--- config.mk ---
export PLATFORM = sky130hd
export DESIGN_NAME = dlx_data_mem_bridge
export DESIGN_NICKNAME = d
export VERILOG_FILES = /design/src/rtl/dlx_data_mem_bridge.sv
export SDC_FILE = /design/constraint.sdc
export NUM_CORES = 1
export LEC_CHECK = 0
export ABC_AREA = 1
export CORE_MARGIN = 2
export CORE_UTILIZATION = 49
export CTS_CLUSTER_SIZE = 12
export DETAILED_ROUTE_END_ITERATION = 7
export PLACE_DENSITY = 0.84
export REMOVE_ABC_BUFFERS = 1
export SLEW_MARGIN = 30
export SYNTH_ARGS = -nofsm -noshare
export SYNTH_HDL_FRONTEND = slang
export SYNTH_SLANG_ARGS = --single-unit
--- constraint.sdc ---
create_clock -name clk -period 4.7 [get_ports clk]
set_clock_uncertainty 0.15 [all_clocks]
set_input_delay 0.47 -clock clk [delete_from_list [all_inputs] [get_ports clk]]
set_output_delay 0.47 -clock clk [all_outputs]
set_load 0.03 [all_outputs]
--- src/rtl/dlx_data_mem_bridge.sv ---
// dlx_data_mem_bridge
// Bridges the DLX data-memory port onto a single-outstanding request/ack bus.
// Stores are posted into a small in-order write buffer and drained in the
// background; loads wait for the buffer to drain before going to the bus.
//
// Handshake: the bus transaction is open while mem_req=1; mem_addr, mem_we
// and mem_wdata hold steady until the cycle mem_ack=1, which both completes
// the transfer and (for reads) qualifies mem_rdata. The processor side holds
// its request and operands stable for as long as cpu_stall=1.
//
// Optional build macro: DMEM_WBUF_FORWARD_EN -- loads that hit a buffered
// store are answered from the buffer (youngest match) without a bus access.
module dlx_data_mem_bridge #(
  parameter int DATA_WIDTH = 32,
  parameter int ADDR_WIDTH = 32,
  parameter int WBUF_DEPTH = 4
) (
  input  logic                  clk,
  input  logic                  rst,
  input  logic                  cpu_rd_en,
  input  logic                  cpu_wr_en,
  input  logic [ADDR_WIDTH-1:0] cpu_addr,
  input  logic [DATA_WIDTH-1:0] cpu_wdata,
  output logic [DATA_WIDTH-1:0] cpu_rdata,
  output logic                  cpu_rvalid,
  output logic                  cpu_stall,
  output logic                  mem_req,
  output logic                  mem_we,
  output logic [ADDR_WIDTH-1:0] mem_addr,
  output logic [DATA_WIDTH-1:0] mem_wdata,
  input  logic                  mem_ack,
  input  logic [DATA_WIDTH-1:0] mem_rdata
);

  localparam int PW = $clog2(WBUF_DEPTH);

  typedef enum logic [1:0] {IDLE, WR_BUS, RD_BUS} state_t;
  state_t state;

  // Write buffer storage; pointers carry one extra bit to tell full from empty
  logic [ADDR_WIDTH-1:0] wbuf_addr [WBUF_DEPTH];
  logic [DATA_WIDTH-1:0] wbuf_data [WBUF_DEPTH];
  logic [PW:0]           wr_ptr;
  logic [PW:0]           rd_ptr;

  logic wbuf_empty;
  logic wbuf_full;
  logic pop;
  logic push;
  logic load_req;
  logic fwd_take;

  assign wbuf_empty = (wr_ptr == rd_ptr);
  assign wbuf_full  = (wr_ptr[PW] != rd_ptr[PW]) &&
                      (wr_ptr[PW-1:0] == rd_ptr[PW-1:0]);

  // The head entry retires only when the bus acknowledges its write
  assign pop  = (state == WR_BUS) && mem_ack;
  // A store into a full buffer still goes in if the head retires this cycle
  assign push = cpu_wr_en && (!wbuf_full || pop);

  // Store wins over a simultaneous load; the cycle carrying cpu_rvalid is the
  // completion cycle of the current load, so it is not a new request
  assign load_req = cpu_rd_en && !cpu_wr_en && !cpu_rvalid;

`ifdef DMEM_WBUF_FORWARD_EN
  logic [PW:0]           wbuf_count;
  logic [PW-1:0]         fwd_idx;
  logic                  fwd_hit;
  logic [DATA_WIDTH-1:0] fwd_data;

  assign wbuf_count = wr_ptr - rd_ptr;

  // Scan oldest to youngest so the last (youngest) match wins
  always_comb begin
    fwd_hit  = 1'b0;
    fwd_data = '0;
    fwd_idx  = '0;
    for (int i = 0; i < WBUF_DEPTH; i++) begin
      fwd_idx = rd_ptr[PW-1:0] + i[PW-1:0];
      if (((PW+1)'(i) < wbuf_count) && (wbuf_addr[fwd_idx] == cpu_addr)) begin
        fwd_hit  = 1'b1;
        fwd_data = wbuf_data[fwd_idx];
      end
    end
  end

  // A bus read in flight owns the load, so never forward on top of it
  assign fwd_take = load_req && fwd_hit && (state != RD_BUS);
`else
  assign fwd_take = 1'b0;
`endif

  // Stall a store only while it cannot be buffered; stall a load until its
  // data is returned
  assign cpu_stall = !rst && ((cpu_wr_en && wbuf_full && !pop) || load_req);

  // Buffer pointers, bus sequencing and load return in one registered block
  always_ff @(posedge clk) begin
    if (rst) begin
      state      <= IDLE;
      wr_ptr     <= '0;
      rd_ptr     <= '0;
      mem_req    <= 1'b0;
      mem_we     <= 1'b0;
      mem_addr   <= '0;
      mem_wdata  <= '0;
      cpu_rdata  <= '0;
      cpu_rvalid <= 1'b0;
    end else begin
      cpu_rvalid <= 1'b0;

      if (push) begin
        wbuf_addr[wr_ptr[PW-1:0]] <= cpu_addr;
        wbuf_data[wr_ptr[PW-1:0]] <= cpu_wdata;
        wr_ptr                    <= wr_ptr + 1'b1;
      end
      if (pop) begin
        rd_ptr <= rd_ptr + 1'b1;
      end

`ifdef DMEM_WBUF_FORWARD_EN
      if (fwd_take) begin
        cpu_rdata  <= fwd_data;
        cpu_rvalid <= 1'b1;
      end
`endif

      case (state)
        IDLE: begin
          if (fwd_take) begin
            state <= IDLE;
          end else if (load_req && wbuf_empty) begin
            mem_req  <= 1'b1;
            mem_we   <= 1'b0;
            mem_addr <= cpu_addr;
            state    <= RD_BUS;
          end else if (!wbuf_empty) begin
            mem_req   <= 1'b1;
            mem_we    <= 1'b1;
            mem_addr  <= wbuf_addr[rd_ptr[PW-1:0]];
            mem_wdata <= wbuf_data[rd_ptr[PW-1:0]];
            state     <= WR_BUS;
          end
        end
        WR_BUS: begin
          if (mem_ack) begin
            mem_req <= 1'b0;
            state   <= IDLE;
          end
        end
        RD_BUS: begin
          if (mem_ack) begin
            cpu_rdata  <= mem_rdata;
            cpu_rvalid <= 1'b1;
            mem_req    <= 1'b0;
            state      <= IDLE;
          end
        end
        default: begin
          mem_req <= 1'b0;
          state   <= IDLE;
        end
      endcase
    end
  end

endmodule
==> run_results.csv <==
group,metric,value,unit
run_status,status,"completed",
yosys,synth_edf_count,256,
die,start_util,49.7,%
sta,max_freq,0.264,GHz
yosys,synth_area_leader_cell,"edfxtp_1",
route,routedWlPerCell,18.9,um
yosys,synth_top_area_share,53.9,%
clock_network,cts_resized,0,
route,drt-total-wl,35.6,mm
power,p_leak,6.41,nW
route,first_iter_violations,1055,
route,ant_nets,0,
job,drv_cap,0,
global_routing,grt_pass1_vias,10400,
min_path,worst_hold_path_type,"reg2reg",
worst_setup_path,r2r_end,"wbuf_addr[2][21]",
die,io_pins,201,
finish,drive_above_1_share,6.52,%
min_path,min_delay_path_depth,2,
yosys,synth.area.mux_share,0,%
clock_network,path_clk_slew,0.06,ns
worst_setup_path,crit-reg2reg-launch,"rd_ptr[1]",
power,ir_drop,0.000332,V
worst_setup_path,r2r_slack,1.33,ns
sta,slew_headroom,41.5,%
route,vias,10600,
worst_setup_path,end_kind,"output port",
clock_network,numCtsBuffers,38,
yosys,synth_top_family_by_area,"simple AND/OR/NAND/NOR gates",
clock_network,postCtsHoldBufs,0,
global_routing,gr-total-overflow,0,
clock_network,htree_levels,2,
min_path,min_from,"cpu_rdata[20]",
yosys,yosys.area_share.simple,13.8,%
global_routing,grt_max_degree,68,
die,die-area,30500,um2
worst_setup_path,crit_path_start_kind,"flop",
route,dr.pass1.iters,7,
yosys,ys_types,26,
worst_setup_path,cp_max_fo,37,
placed_design,post-dp-hpwl,21.2,mm
die,die_h,175,um
sta,rsz0062_at_grt,"false",
global_routing,gr-usage-all-layers,22.7,%
finish,fin_util,61.7,%
global_routing,grt_pass1_wl,55.2,mm
clock_network,cts_tree,"yes",
clock_network,cts_sinks,365,
global_routing,antenna_found_initial,1,
yosys,synth-async-reset-ratio,0,%
power,pwr-share-seq,45.0,%
route,avgViaCountPerCell,5.63,
route,drc,0,
finish,n_fill_cell,2205,
sta,report.final.hold_viol_count,0,
sta,holdWs,0.331,ns
worst_setup_path,cp.required,4.08,ns
power,switchingPower,2.54,mW
yosys,synth_area,14300,um2
yosys,ys.flop_type,"edfxtp_1",
yosys,synth-compound-area-share,11.1,%
sta,tightestPinTransition,0.877,ns
sta,min_period_over_period,80.6,%
clock_network,clk_path_buf_depth,3,
yosys,syn-instance-count,1304,
finish,synthToLayoutAreaGrowth,24.1,%
yosys,synth-seq-area-share,69.2,%
worst_setup_path,worst_ep_arrival_time,3.17,ns
yosys,yosys.area_share.xor_xnor,0.316,%
sta,setup_viol,0,
die,die_w,175,um
die,rows,62,
finish,nets,1585,
placed_design,portBuffers,200,
sta,fin_crit,3.79,ns
clock_network,clkLatencyLatePin,0.52,ns
yosys,synth.most_common_cell,"edfxtp_1",
power,p_int,5.94,mW
power,clkPwrFrac,32.4,%
placed_design,place_congestion,0.798,
yosys,yosys_warnings,0,
worst_setup_path,setup.worst_path.class,"reg2out",
yosys,synth.avg_cell_area,10.9,um2
yosys,ys_seq_elements,365,
clock_network,post-cts-setup-buffer-count,0,
die,fp.coreArea,28700,um2
yosys,synth_area_leaders,"edfxtp_1 54%, dfxtp_1 15%, nor2_1 5.8%, o21ai_0 5.4%, nand2_1 3.8%",
yosys,synthAdderAreaFrac,0.702,%
power,power_density,479,nW/um2
yosys,synth_commonest_cells,"256 x edfxtp_1, 220 x nor2_1, 153 x o21ai_0",
worst_setup_path,r2r_cells,10,
power,power_frac_comb,22.6,%
clock_network,cts_root_buf,"clkbuf_16",
min_path,worstHoldEndpoint,"cpu_rdata[20]",
power,swShare,29.9,%
sta,drv_slew,0,
-- critical path, stage by stage (launching register included) --
cell and delay (ns):
dfxtp_1 0.35, inv_2 0.25, nand2_2 0.13, nand2_2 0.09, nor2_8 0.49, nand3_1 0.19
nand2_1 0.17, nand2_1 0.15, nor2_1 0.14, clkdlybuf4s50_1 0.68
-- final cells by class --
cell class              instances  area (um2)  area share [%]
clock inverters                 8        40.0           0.226
well taps                     384         480            2.71
inverters                      85         320            1.81
clock buffers                  59        1080            6.11
multi-input cells             770        3740            21.2
repair buffers                216        2160            12.2
flip-flops and latches        365        9870            55.8
diodes                          1        2.50          0.0141
-- per-stage QoR --
step | total power [mW] | std cells | TNS (ns) | cell area [um2] | setup WS [ns]
after CTS | 8.49 | 1887 | 0 | 17700 | 0.913
final | 8.48 | 1888 | 0 | 17700 | 0.913
after floorplan | 4.97 | 1220 | -331.08 | 13900 | -1.29
after global routing | 8.81 | 1888 | 0 | 17700 | 0.661
after global placement | 5.70 | 1820 | 0 | 16600 | 1.29
after detailed placement | 5.77 | 1820 | 0 | 16600 | 1.19
-- cells by family after synthesis --
logic type      count (synthesis)
fa+ha+maj                       8
simple gates                  455
xor+xnor                        3
compound gates                304
flops                         365
buf+inv                       169
-- sequential cells by signal, summed over array words and instances (netlist names), named ones only --
| register | cells |
|---|---|
| cpu_rvalid | 1 |
| mem_wdata | 32 |
| state | 2 |
| mem_req | 1 |
| rd_ptr | 3 |
| wbuf_data | 128 |
| mem_we | 1 |
| wr_ptr | 3 |
| mem_addr | 32 |
| cpu_rdata | 32 |
| wbuf_addr | 128 |
-- how the worst max path moves through the flow --
stage	end	cells after the start	startpoint	slack [ns]
finish	cpu_stall	9	rd_ptr[1]	0.91
global route	cpu_stall	9	rd_ptr[0]	0.66
floorplan	wbuf_addr[0][0]	9	rd_ptr[0]	-1.29
detailed placement	wbuf_addr[2][1]	5	rst	1.19
global placement	wbuf_addr[2][13]	5	rst	1.29
CTS	cpu_stall	9	rd_ptr[1]	0.91
-- power by group through the flow --
stage          clock network, mW  registers, mW  logic, mW
6_report                    2.75           3.81       1.92
5_1_grt                     2.91           3.83       2.07
4_1_cts                     2.77           3.81       1.91
3_5_place_dp                   0           3.87       1.90
3_3_place_gp                   0           3.86       1.84
2_1_floorplan                  0           4.24      0.739
-- per-layer routing --
layer	wire [um]	vias up	share of wire, %	track usage, %
met5	0	-	0	0
met4	927	0	2.6	7.33
met3	3130	85	8.8	3.59
met2	17500	594	49	38.5
met1	14000	5081	39	30.3
li1	-	4873	-	-
-- cells in the final DEF, fill, tap and decap left out, drive strengths merged --
cell,n
xnor2,1
nand2,149
clkdlybuf4s50,200
o22ai,54
edfxtp,256
o21ai,175
xor2,2
diode,1
ha,8
clkinv,8
a21oi,75
nand4,33
inv,85
buf,16
clkbuf,59
nand3,51
dfxtp,109
nor2,222
(Power assumes the default switching activity.)
